$ cat src/rtl/mux16_scan_ctrl_if.sv
// Bus between the scan controller and its client: request/handshake, mux select and sampled bit.
interface mux16_scan_ctrl_if;
    logic        start;
    logic        single;
    logic [3:0]  ch;
    logic        mux_out;
    logic [3:0]  sel;
    logic        busy;
    logic [15:0] data;
    logic        valid;

    modport master (
        output start, single, ch, mux_out,
        input  sel, busy, data, valid
    );

    modport slave (
        input  start, single, ch, mux_out,
        output sel, busy, data, valid
    );
endinterface

$ cat src/rtl/mux16_scan_ctrl.sv
// Drives the select lines of a 16:1 bit mux, waits SETTLE cycles per channel and samples the mux
// output back, either for all 16 channels or one addressed channel.
module mux16_scan_ctrl #(
    parameter int unsigned SETTLE = 2
) (
    input logic               clk,
    input logic               rst_n,
    mux16_scan_ctrl_if.slave  bus
);

    typedef enum logic [1:0] {StIdle, StSettle, StSample} state_e;

    // SETTLE state lasts SETTLE-1 cycles; SAMPLE supplies the final cycle of each channel.
    localparam bit         SkipSettle = (SETTLE == 1);
    localparam logic [3:0] SettleLast = 4'(SETTLE - 2);

    state_e      state_q, state_d;
    logic [3:0]  cnt_q, cnt_d;
    logic [3:0]  sel_q, sel_d;
    logic        single_q, single_d;
    logic [15:0] shadow_q, shadow_d;
    logic [15:0] data_q, data_d;
    logic        valid_q, valid_d;
    logic [15:0] merged;
    logic        last_ch;

    always_comb begin
        state_d  = state_q;
        cnt_d    = cnt_q;
        sel_d    = sel_q;
        single_d = single_q;
        shadow_d = shadow_q;
        data_d   = data_q;
        valid_d  = 1'b0;

        merged          = shadow_q;
        merged[sel_q]   = bus.mux_out;
        last_ch         = single_q || (sel_q == 4'd15);

        unique case (state_q)
            StIdle: begin
                if (bus.start) begin
                    single_d = bus.single;
                    sel_d    = bus.single ? bus.ch : 4'd0;
                    // Untouched bits of a single read keep their previous value.
                    shadow_d = data_q;
                    cnt_d    = 4'd0;
                    state_d  = SkipSettle ? StSample : StSettle;
                end
            end
            StSettle: begin
                if (cnt_q == SettleLast) begin
                    cnt_d   = 4'd0;
                    state_d = StSample;
                end else begin
                    cnt_d = cnt_q + 4'd1;
                end
            end
            StSample: begin
                if (last_ch) begin
                    data_d  = merged;
                    valid_d = 1'b1;
                    state_d = StIdle;
                end else begin
                    shadow_d = merged;
                    sel_d    = sel_q + 4'd1;
                    cnt_d    = 4'd0;
                    state_d  = SkipSettle ? StSample : StSettle;
                end
            end
            default: state_d = StIdle;
        endcase
    end

    always_ff @(posedge clk) begin
        if (!rst_n) begin
            state_q  <= StIdle;
            cnt_q    <= 4'd0;
            sel_q    <= 4'd0;
            single_q <= 1'b0;
            shadow_q <= 16'h0000;
            data_q   <= 16'h0000;
            valid_q  <= 1'b0;
        end else begin
            state_q  <= state_d;
            cnt_q    <= cnt_d;
            sel_q    <= sel_d;
            single_q <= single_d;
            shadow_q <= shadow_d;
            data_q   <= data_d;
            valid_q  <= valid_d;
        end
    end

    assign bus.sel   = sel_q;
    assign bus.busy  = (state_q != StIdle);
    assign bus.data  = data_q;
    assign bus.valid = valid_q;

endmodule

$ cat src/flat_wrapper.sv
// flat-port wrapper written by rule: the top's interface ports become plain ports
module mux16_scan_ctrl_flat 
#(
    parameter int unsigned SETTLE = 2
)
  (clk, rst_n, bus_start, bus_single, bus_ch, bus_mux_out, bus_sel, bus_busy, bus_data, bus_valid);
  mux16_scan_ctrl_if bus_i ();
  input logic clk;
  input logic rst_n;
  input wire logic [$bits(bus_i.start)-1:0] bus_start;
  input wire logic [$bits(bus_i.single)-1:0] bus_single;
  input wire logic [$bits(bus_i.ch)-1:0] bus_ch;
  input wire logic [$bits(bus_i.mux_out)-1:0] bus_mux_out;
  output wire logic [$bits(bus_i.sel)-1:0] bus_sel;
  output wire logic [$bits(bus_i.busy)-1:0] bus_busy;
  output wire logic [$bits(bus_i.data)-1:0] bus_data;
  output wire logic [$bits(bus_i.valid)-1:0] bus_valid;
  assign bus_i.start = bus_start;
  assign bus_i.single = bus_single;
  assign bus_i.ch = bus_ch;
  assign bus_i.mux_out = bus_mux_out;
  assign bus_sel = bus_i.sel;
  assign bus_busy = bus_i.busy;
  assign bus_data = bus_i.data;
  assign bus_valid = bus_i.valid;
  mux16_scan_ctrl #(.SETTLE(SETTLE)) u_core (.clk(clk), .rst_n(rst_n), .bus(bus_i));
endmodule
$ cat config.mk
export PLATFORM = sky130hd
export DESIGN_NAME = mux16_scan_ctrl_flat
export DESIGN_NICKNAME = d
export VERILOG_FILES = /design/src/rtl/mux16_scan_ctrl_if.sv /design/src/rtl/mux16_scan_ctrl.sv /design/src/flat_wrapper.sv
export SDC_FILE = /design/constraint.sdc
export NUM_CORES = 1
export LEC_CHECK = 0
export CORE_UTILIZATION = 59
export CTS_BUF_LIST = sky130_fd_sc_hd__clkbuf_16
export DETAILED_ROUTE_END_ITERATION = 10
export GPL_ROUTABILITY_DRIVEN = 0
export HOLD_SLACK_MARGIN = 0.1
export PLACE_DENSITY_LB_ADDON = 0.25
export SYNTH_ARGS = -nofsm -noshare
export SYNTH_HDL_FRONTEND = slang
export SYNTH_SLANG_ARGS = --single-unit
$ cat constraint.sdc
create_clock -name clk -period 3.3 [get_ports clk]
set_clock_uncertainty 0.2 [all_clocks]
set_input_delay 0.99 -clock clk [delete_from_list [all_inputs] [get_ports clk]]
set_output_delay 0.99 -clock clk [all_outputs]
set_load 0.02 [all_outputs]
## Word-level counts from Yosys, hierarchy flattened

Cells that the tools add are included.

| cells by class | value |
|---|---|
| reductions and logical operators | 13 |
| mux-type cells | 19 |
| equality and inequality tests | 6 |
| magnitude comparators | 2 |
| $add $sub $neg | 2 |

Operators with widths:

| cell | count |
|---|---|
| 16-bit two-way mux | 2 |
| 16-bit case mux with 2 select lines | 1 |
| 4-bit two-way mux | 6 |
| 16-bit bitwise mux | 1 |
| 4-bit case mux with 3 select lines | 1 |
| 4-bit by 1-bit adder with 4-bit output, second input constant | 2 |
| 4-bit case mux with 2 select lines | 1 |
| 2-bit AND reduction | 4 |
| 2-bit case mux with 3 select lines | 1 |
| 3-bit AND reduction | 2 |
| 4-bit by 5-bit less-than comparator with 1-bit output, second input constant | 1 |
| 1-bit demux with 4-bit select | 1 |
| 4-bit == test, second input constant | 1 |
| 4-bit by 1-bit >= comparator with 1-bit output, second input constant | 1 |
| 4-bit logical NOT | 1 |
| 2-bit two-way mux | 2 |
| 2-bit inequality test, second input constant | 2 |
| 2-bit nonzero test | 2 |
| 1-bit two-way mux | 3 |
| 3-bit nonzero test | 1 |
| 2-bit by 1-bit == test with 1-bit output, second input constant | 1 |
| 2-bit == test, second input constant | 1 |
| 2-bit logical NOT | 1 |
| 2-bit by 1-bit inequality test with 1-bit output, second input constant | 1 |
| other kinds (2) | 2 |

| word-level totals | value |
|---|---|
| output and inout bits | 22 |
| logic and storage cells | 49 |
| bits in registers | 44 |

## Longest topological paths before layout

Gate-level depths: netlist of run 1.

| depth | value |
|---|---|
| depth in word-level cells | 7 |
| depth in mapped cells | 7 |

## Worst setup path before layout of run 1

Ideal clock, no wire load.

| timing path | value |
|---|---|
| path kind | input to register |
| start | input port rst_n |
| end | register u_core.single_q |
| path buffers | 2 |
| cell stages on the path | 4 |
| data required time | 2.972 ns |
| setup time | 0.128 ns |
| setup slack | 1.291 ns |
| data arrival time | 1.681 ns |
| cells stage by stage | inv_1 -> clkbuf_1 -> clkbuf_1 -> nor2_1 |

RTL lines:

| item | RTL line | RTL |
|---|---|---|
| start, declared | flat_wrapper.sv:9 | `input logic rst_n;` |
| end signal, assigned | mux16_scan_ctrl.sv:88 | `single_q <= single_d;` |
| end, declared | mux16_scan_ctrl.sv:20 | `logic single_q, single_d;` |

No word-level cell between the ends.

## Worst setup path in the final report of run 1

| timing path | value |
|---|---|
| start | register u_core.state_q[1] |
| end | output port bus_busy |

| between the ends | value |
|---|---|
| cells in the longest elaborated chain, start to end | 1 |

RTL lines:

| item | RTL line | RTL |
|---|---|---|
| start, declared | mux16_scan_ctrl.sv:17 | `state_e state_q, state_d;` |
| start signal, assigned | mux16_scan_ctrl.sv:77 | `state_q <= StIdle;` |
| start signal, assigned | mux16_scan_ctrl.sv:85 | `state_q <= state_d;` |
| 2-bit nonzero test | mux16_scan_ctrl.sv:96 | `assign bus.busy = (state_q != StIdle);` |
| end, declared | flat_wrapper.sv:15 | `output wire logic [$bits(bus_i.busy)-1:0] bus_busy;` |

Every way passes these cells.

==> results.env, run 1 <==
DIE-AREA_MM2=0.00419
WIRE_PER_INST_UM=14.3
SYNTH_FLOP_CELL='dfxtp_1'
GRT_FIRST_PASS_WIRELENGTH_MM=8.18
SYNTH_SIMPLE_GATE_AREA_SHARE_PCT=20.8
REGISTER_AREA_UM2=881
VIA_TO_CELL_RATIO=5.79
GLOBAL_ROUTE.USAGE.MET1_PCT=34.0
CTS_BUFFERS=5
MAXCAPVIOLATIONS=0
CTS_HOLD_BUF=0
TIMING.SETUP.TNS_NS=0
POSTSYNTHCELLCOUNT=262
GRT_ANTENNA_BEFORE_REPAIR=0
SYN-NUM-NETS=277
TIMING_HOLD_VIOLATIONS_FINAL=0
SYN2LAYOUT_AREA_GROWTH_PCT=17.5
YOSYSMOSTFREQUENTCELL='dfxtp_1'
CLK_ROOT_BUFFER_CELL='clkbuf_16'
SYNTH-XOR-AREA-SHARE_PCT=0
SYNTH_COMMONEST_CELLS='dfxtp_1 (44), nor2_1 (34), nand2_1 (24)'
TIMING.FMAX_GHz=0.362
DRIVE_GT1_SHARE_PCT=8.39
ROUTE.FINAL.WIRE_LENGTH_MM=4.78
SEQUENTIAL_SHARE_OF_THE_SYNTHESIZED_AREA_PCT=38.0
ANT_NETS=0
FIN_CRIT_NS=2.76
POST-ROUTE-PERIOD-UTIL_PCT=83.8
POWER_DENSITY_mW_PER_MM2=435
CTS_HTREE_LEVELS=2
TRITONCTS='done'
FILLCELLCOUNT=301
PORTBUFFERS=30
PLACEMENT.SETUP.WORST_SLACK_NS=0.517
SYNTHADDERAREAFRAC_PCT=3.23
SHARE_OF_THE_SYNTHESIZED_AREA_IN_COMPOUND_GATES_AO_OA_AOI_OAI_PCT=22.0
SYNTH-ASYNC-RESET-RATIO_PCT=0
CRITPATHCAPTURETYPE='output port'
PATH_MAX_FANOUT=10
NETLIST-CELL-TYPE-COUNT=37
GLOBALROUTETOTALUTIL_PCT=25.3
HPWL_MM=3.13
DETAIL_ROUTE.ITER0.VIOLATIONS=143
MULTI_INPUT_AREA_MM2=0.00124
CLK_PATH_BUF_DEPTH=2
CLOCK_SINKS=44
IOS=31
MET2_USAGE_PCT=40.0
CTS_POST_SETUP_BUFFERS_INSERTED=0
DIE-HEIGHT_UM=64.7
FIRST_GLOBAL_VIAS=1714
MAX-VDD-IR-DROP_mV=0.378
FLOORPLAN.INITIALDENSITY_PCT=62.5
TIMING.FINAL.SETUP_VIOLATIONS=0
SYNTHMUXAREASHARE_PCT=7.33
GRTUSAGEMET3_PCT=5.63
CELLLEAKAGEPOWER_uW=0.000977
LATEST_CLOCK_ARRIVAL_WITHIN_THE_WORST_SKEW_PAIR_NS=0.28
DOMINANT_COMBINATIONAL_CELL_FAMILY_BY_AREA_AFTER_SYNTHESIS='compound AO/OA/AOI/OAI gates'
OUTCOME='completed'
TIMING.CRITICAL_PATH.FROM_TYPE='register'
PIN_COUNT_OF_THE_BIGGEST_NET_ENTERING_GLOBAL_ROUTING=23
COUNT_OF_UNRESOLVED_DRC_VIOLATIONS_AFTER_ROUTING=0
ANTENNA_CELLS=0
FINALMAXSLEWVIOLATIONS=0
COREAREA_MM2=0.00372
SYN_AREA_MM2=0.00232
SYNTH_EDF_COUNT=0
CTSRESIZECOUNT=0
POST-ROUTE-WORST-SETUP-SLACK_NS=0.536
CTS.REPORTEDPATHS.CLKPINSLEW_NS=0.06
VIAS=1933
WORST_PIN_SLEW_NS=0.634
NETS=301
GLOBALROUTEOVERFLOWTOTAL=0
YS.WARNINGS.COUNT=0
CRITICALPATHCATEGORY='reg2out'
GR-MAX-USAGE-LAYER='met2'
MAX-SLEW-MARGIN-REL_PCT=57.7
TIGHTEST_HOLD_CHECK_TYPE='reg2reg'
ROWS=22
DRT-PASS1-ITER-COUNT=4
SYNTH_TOP_CELL_BY_AREA='dfxtp_1'
WORSTPATHARRIVAL_NS=1.57
SYNTH_TOP_CELLS_BY_AREA='dfxtp_1 (38%), mux2i_1 (7.3%), a211o_1 (6.0%)'
SYNTH_TOP_CELL_AREA_SHARE_PCT=38.0
DIE_W_UM=64.7
GRT_SETUP_UNREPAIRED='no'
POST_SYNTH.CELL_AREA_AVG_UM2=8.86
YOSYS_REGISTER_BITS=44
WORST_EP_REQUIRED_TIME_NS=2.11
==> critical path, stage by stage (launching register included) <==
cell and delay [ns]:
dfxtp_1 0.53, nor2_2 0.11, inv_1 0.07, clkdlybuf4s50_1 0.59
==> per-stage QoR <==
stage,instances,power [uW],hold WS (ns),utilization [%],instance area (um^2)
4_1_cts,334,1190,0.251,73.4,2730
3_3_place_gp,327,736,0.238,69.8,2590
6_report,334,1190,0.251,73.4,2730
2_1_floorplan,262,697,0.231,-,2320
3_5_place_dp,327,739,0.243,69.8,2590
5_1_grt,334,1240,0.266,73.4,2730
==> per-layer routing <==
metal	vias up	part of all wire [%]	wire, um
li1	979	-	-
met1	902	47	2260
met2	47	47	2250
met3	5	4.5	217
met4	0	1.2	56
met5	-	0	0
==> layout make-up <==
cell class	count	share of cell area (%)
multi-input combinational	187	45.4
sequential	44	32.3
inverter	9	1.24
clock inverter	2	0.275
clock buffer	5	4.59
tap	48	2.20
timing repair buffer	39	14.0
==> cell usage in the layout (no fill, tap or decap), drive strengths merged, types with 6 or more instances in the layout <==
cell type	n
a211o	16
a211oi	18
a21oi	21
buf	9
clkdlybuf4s50	30
dfxtp	44
ha	6
inv	9
mux2i	17
nand2	24
nand3	7
nand3b	9
nor2	36
==> cell families after synthesis <==
logic type,after synthesis
mux,17
buf+inv,31
fa+ha+maj,6
compound gates,70
flops,44
simple gates,94
==> final timing paths <==
check / end / slack, ns / cells past startpoint / startpoint
worst min register to register: u_core.shadow_q[3]$_SDFFE_PN0P_ / 0.25 / 2 / u_core.shadow_q[3]$_SDFFE_PN0P_
worst max-delay path: bus_busy / 0.54 / 3 / u_core.state_q[1]$_SDFFE_PN0P_
worst max register to register: u_core.bus.data[6]$_SDFFE_PN0P_ / 0.89 / 6 / u_core.bus.sel[0]$_SDFFE_PN0P_
worst min-delay path: u_core.shadow_q[3]$_SDFFE_PN0P_ / 0.25 / 2 / u_core.shadow_q[3]$_SDFFE_PN0P_
==> state kept, by name, summed over array words and instances (netlist names) <==
register and count:
u_core.shadow_q 16, u_core.cnt_q 4, u_core.state_q 2, u_core.bus.valid 1, u_core.single_q 1, u_core.bus.sel 4, u_core.bus.data 16
==> power breakdown <==
part | leakage (uW) | switching [uW] | internal, uW
clock | 0.0000648 | 184 | 270
sequential | 0.000356 | 13.4 | 546
combinational | 0.000556 | 99.7 | 71.5
(Power assumes the default switching activity.)
==> inputs of run 2 (changes only) <==
- CORE_UTILIZATION: 59 -> 49
- clock period: 3.3 -> 2.5 ns (I/O delays scaled with it)
==> results.env, run 2 (synthesized netlist as in run 1, its figures left out) <==
COREAREA_MM2=0.00444
SLOWEST_DELAY_NS=0.53
TIMING.CRITICAL_PATH.SLOWEST_STAGE_CELL='clkdlybuf4s50_1'
DRIVE_GT1_SHARE_PCT=10.0
POST-ROUTE-PERIOD-UTIL_PCT=95.2
MET2_LENGTH_MM=2.04
FILLCELLCOUNT=401
ANT_NETS=0
FLOORPLAN.INITIALDENSITY_PCT=52.2
GLOBALROUTEOVERFLOWTOTAL=0
REGISTER_AREA_UM2=882
CLK_PATH_BUF_DEPTH=2
CTS_BUFFERS=5
CTS_HTREE_LEVELS=2
NETS=304
POWER_DENSITY_mW_PER_MM2=604
CP_CELL_SEQUENCE='nor2_2 -> inv_1 -> clkdlybuf4s50_1'
WORST_PIN_SLEW_NS=0.445
TIMING.FMAX_GHz=0.420
FINAL-INSTANCE-COUNT-EXCL-FILL=342
CRITICALPATHCATEGORY='reg2out'
CRITPATHCAPTURETYPE='output port'
DIE_W_UM=70.8
ROUTE.FINAL.WIRE_LENGTH_MM=4.64
GLOBALROUTETOTALUTIL_PCT=19.6
TRITONCTS='done'
OUTCOME='completed'
FINALMAXSLEWVIOLATIONS=0
CTS_POST_SETUP_BUFFERS_INSERTED=0
ROWS=24
COMMONEST_CELLS_AFTER_ROUTING_FILL_AND_TAPS_ASIDE='dfxtp_1 (43), nor2_1 (34), clkdlybuf4s50_1 (30), nand2_1 (24), a21oi_1 (21)'
TIMING.SETUP.TNS_NS=0
VIA_TO_CELL_RATIO=5.59
MAX-VDD-IR-DROP_mV=0.456
DIE-AREA_MM2=0.00502
GRT_ANTENNA_BEFORE_REPAIR=0
WORST_EP_REQUIRED_TIME_NS=1.55
MAX-SLEW-MARGIN-REL_PCT=70.3
WORSTPATHARRIVAL_NS=1.43
PATH_MAX_FANOUT=6
CLK_ROOT_BUFFER_CELL='clkbuf_16'
MAXCAPVIOLATIONS=0
MET3_WIRELENGTH_UM=176
WIRE_PER_INST_UM=13.6
MULTI_INPUT_AREA_MM2=0.00124
MET1_WIRE_LENGTH_MM=2.36
DIE-HEIGHT_UM=70.8
CTS.REPORTEDPATHS.CLKPINSLEW_NS=0.06
CELLLEAKAGEPOWER_uW=0.00101
GRT_SETUP_UNREPAIRED='no'
PORTBUFFERS=30
PLACEMENT.SETUP.WORST_SLACK_NS=0.215
COUNT_OF_UNRESOLVED_DRC_VIOLATIONS_AFTER_ROUTING=0
POST-ROUTE-WORST-SETUP-SLACK_NS=0.120
SYN2LAYOUT_AREA_GROWTH_PCT=20.5
TIMING_HOLD_VIOLATIONS_FINAL=0
ANTENNA_CELLS=0
POST-PLACE-CELLS=334
TIMING.CRITICAL_PATH.FROM_TYPE='register'
PIN_COUNT_OF_THE_BIGGEST_NET_ENTERING_GLOBAL_ROUTING=28
DRT-PASS1-ITER-COUNT=6
GRT_FIRST_PASS_WIRELENGTH_MM=7.82
MAXUSEDROUTINGLAYER='met4'
CLOCK_SINKS=44
FIRST_GLOBAL_VIAS=1686
LAYOUT_COMMONEST_CELL='dfxtp_1'
DETAIL_ROUTE.ITER0.VIOLATIONS=104
TIMING.FINAL.SETUP_VIOLATIONS=0
VIAS=1911
IOS=31
TIGHTEST_HOLD_CHECK_TYPE='reg2reg'
LATEST_CLOCK_ARRIVAL_WITHIN_THE_WORST_SKEW_PAIR_NS=0.28
FIN_CRIT_NS=2.38
HPWL_MM=3.09
-- run 2: cell types whose count changed in the layout (fill, tap and decap cells not counted), sizes merged --
cell    before  now
buf          9   12
bufinv       0    1
-- run 2: layout make-up --
cell class	count	area share [%]
repair buffers	42	14.8
inverters	9	1.21
clock inverters	3	1.34
flip-flops and latches	44	31.5
multi-input cells	187	44.3
well taps	52	2.33
clock buffers	5	4.47
-- run 2: where the power goes --
group / total (uW) / leakage, uW / internal (uW) / switching [uW]
logic: 235 / 0.000577 / 103 / 132
registers: 736 / 0.000356 / 721 / 15.9
clock network: 717 / 0.0000789 / 464 / 253
-- run 2: through the flow --
stage / power, uW / utilization [%] / hold slack [ns] / instance area, um^2
finish: 1690 / 63.0 / 0.251 / 2800
detailed placement: 985 / 59.3 / 0.244 / 2630
floorplan: 921 / - / 0.231 / 2320
global placement: 985 / 59.3 / 0.239 / 2630
CTS: 1700 / 62.9 / 0.253 / 2800
global route: 1750 / 63.0 / 0.264 / 2800
-- run 2: path summary, 6_finish.rpt --
check	cells after the start	endpoint	slack, ns	from
max reg2reg	6	u_core.bus.data[7]$_SDFFE_PN0P_	0.52	u_core.bus.sel[0]$_SDFFE_PN0P_
min reg2reg	2	u_core.shadow_q[6]$_SDFFE_PN0P_	0.25	u_core.shadow_q[6]$_SDFFE_PN0P_
min	2	u_core.shadow_q[6]$_SDFFE_PN0P_	0.25	u_core.shadow_q[6]$_SDFFE_PN0P_
max	3	bus_busy	0.12	u_core.state_q[0]$_SDFFE_PN0P_
-- run 2: timing repair --
item,in CTS,in global routing
resized for setup,0,1
setup endpoints to repair,0,1
hold buffers,0,0
-- run 2: critical path: cells and delay by family, from the launching register on --
family	cells	cell delay, ns
DFF	1	0.35
and+or+nand+nor	1	0.21
buffers and inverters	2	0.59
-- run 2: per-layer routing --
layer / track usage [%] / vias to the layer above
met3: 4.42 / 7
li1: - / 982
met5: 0 / -
met4: 6.89 / 0
met2: 30.8 / 28
met1: 26.5 / 894
==> inputs of run 3 (changes only) <==
--- a/constraint.sdc
+++ b/constraint.sdc
@@ -4,2 +4,2 @@
 set_output_delay 0.75 -clock clk [all_outputs]
-set_load 0.02 [all_outputs]
+set_load 0.01 [all_outputs]
==> results.env, run 3 (synthesized netlist as in run 1, its figures left out) <==
CELLLEAKAGEPOWER_uW=0.00101
CLOCK_SINKS=44
PORTBUFFERS=30
COREAREA_MM2=0.00444
WIRE_PER_INST_UM=13.6
DRT-PASS1-ITER-COUNT=6
FIN_CRIT_NS=2.38
ANT_NETS=0
WHS_PATH_DEPTH=2
WORST_EP_REQUIRED_TIME_NS=1.55
DIE-HEIGHT_UM=70.8
CRITICALPATHCATEGORY='reg2out'
CRITPATHTOPFAMILY='buffers and inverters'
MAX-VDD-IR-DROP_mV=0.455
TIMING.FMAX_GHz=0.421
UTILIZATION_PCT=62.9
MAX-SLEW-MARGIN-REL_PCT=70.2
CLK_ROOT_BUFFER_CELL='clkbuf_16'
VIAS=1912
FINAL_AREA_MM2=0.00280
LATEST_CLOCK_ARRIVAL_WITHIN_THE_WORST_SKEW_PAIR_NS=0.28
GLOBALROUTEOVERFLOWTOTAL=0
FILLCELLCOUNT=401
VIA_TO_CELL_RATIO=5.59
CRITPATHCAPTURETYPE='output port'
DIE-AREA_MM2=0.00502
COMMONEST_CELLS_AFTER_ROUTING_FILL_AND_TAPS_ASIDE='dfxtp_1 (44), nor2_1 (34), clkdlybuf4s50_1 (30), nand2_1 (24), a21oi_1 (21)'
CTS_HOLD_BUF=0
TIMING.SETUP.TNS_NS=0
SYN2LAYOUT_AREA_GROWTH_PCT=20.5
HPWL_MM=3.09
PATH_MAX_FANOUT=6
POWER_DENSITY_mW_PER_MM2=601
GRT_ANTENNA_BEFORE_REPAIR=0
PLACED_AREA_MM2=0.00263
CTS_BUFFERS=5
DRIVE_GT1_SHARE_PCT=9.66
TIMING.CRITICAL_PATH.SLOWEST_STAGE_CELL='clkdlybuf4s50_1'
LAYOUT_COMMONEST_CELL='dfxtp_1'
MAXCAPVIOLATIONS=0
ANTENNA_CELLS=0
TIMING.FINAL.SETUP_VIOLATIONS=0
TRITONCTS='done'
CTS_POST_SETUP_BUFFERS_INSERTED=0
WORSTPATHARRIVAL_NS=1.43
CLK_PATH_BUF_DEPTH=2
FIRST_GLOBAL_VIAS=1686
COUNT_OF_UNRESOLVED_DRC_VIOLATIONS_AFTER_ROUTING=0
NETS=304
TIMING.CRITICAL_PATH.BUF_INV=2
PIN_COUNT_OF_THE_BIGGEST_NET_ENTERING_GLOBAL_ROUTING=28
OUTCOME='completed'
GRT_SETUP_UNREPAIRED='no'
CTSRESIZECOUNT=0
SLOWEST_DELAY_NS=0.52
CP_NUM_CELLS=3
FLOORPLAN.INITIALDENSITY_PCT=52.2
DIE_W_UM=70.8
TIMING.CRITICAL_PATH.FROM_TYPE='register'
TIMING_HOLD_VIOLATIONS_FINAL=0
ROWS=24
CTS.REPORTEDPATHS.CLKPINSLEW_NS=0.06
R2R.WORST_PATH.CELLS=6
FINALMAXSLEWVIOLATIONS=0
ROUTE.FINAL.WIRE_LENGTH_MM=4.64
GRT_FIRST_PASS_WIRELENGTH_MM=7.82
TIGHTEST_HOLD_CHECK_TYPE='reg2reg'
GLOBALROUTETOTALUTIL_PCT=19.6
DETAIL_ROUTE.ITER0.VIOLATIONS=104
CTS_HTREE_LEVELS=2
WORST_PIN_SLEW_NS=0.445
CP_CELL_SEQUENCE='nor2_2 -> inv_1 -> clkdlybuf4s50_1'
IOS=31
POST-ROUTE-PERIOD-UTIL_PCT=95.0
[run 3: where the power goes]
part / internal, uW / switching, uW / total (uW) / leakage, uW
Combinational: 103 / 124 / 227 / 0.000577
Clock: 464 / 253 / 717 / 0.0000789
Sequential: 720 / 15.9 / 736 / 0.000356
Total: 1290 / 394 / 1680 / 0.00101
[run 3: layout make-up]
cell class | instances | area [um^2] | area share [%]
multi-input combinational | 187 | 1240 | 44.3
sequential | 44 | 881 | 31.5
timing repair buffer | 42 | 415 | 14.9
clock buffer | 5 | 125 | 4.47
tap | 52 | 65.1 | 2.33
clock inverter | 3 | 37.5 | 1.34
inverter | 9 | 33.8 | 1.21
[run 3: metrics by stage]
| stage | hold slack, ns | total power (uW) | setup WS [ns] | instances |
|---|---|---|---|---|
| finish | 0.251 | 1680 | 0.125 | 342 |
| global route | 0.264 | 1740 | 0.0476 | 342 |
| CTS | 0.253 | 1690 | 0.111 | 342 |
| detailed placement | 0.244 | 978 | 0.215 | 334 |
| global placement | 0.239 | 977 | 0.234 | 334 |
| floorplan | 0.231 | 913 | 0.703 | 262 |
[run 3: worst min-delay path, delay by kind of cell, from the launching register on]
kind,cells,cell delay (ns)
simple gates,1,0.05
compound gates,1,0.05
flops,1,0.31
[run 3: per-layer routing]
metal	global-route usage (%)	wire length (um)
met1	26.5	2360
met2	30.8	2040
met3	4.42	176
met4	6.89	65
met5	0	0
[run 3: path summary, 6_finish.rpt]
| path | start | to | slack (ns) |
|---|---|---|---|
| max | u_core.state_q[0]$_SDFFE_PN0P_ | bus_busy | 0.12 |
| min | u_core.shadow_q[6]$_SDFFE_PN0P_ | u_core.shadow_q[6]$_SDFFE_PN0P_ | 0.25 |
| max reg2reg | u_core.bus.sel[0]$_SDFFE_PN0P_ | u_core.bus.data[7]$_SDFFE_PN0P_ | 0.52 |
| min reg2reg | u_core.shadow_q[6]$_SDFFE_PN0P_ | u_core.shadow_q[6]$_SDFFE_PN0P_ | 0.25 |
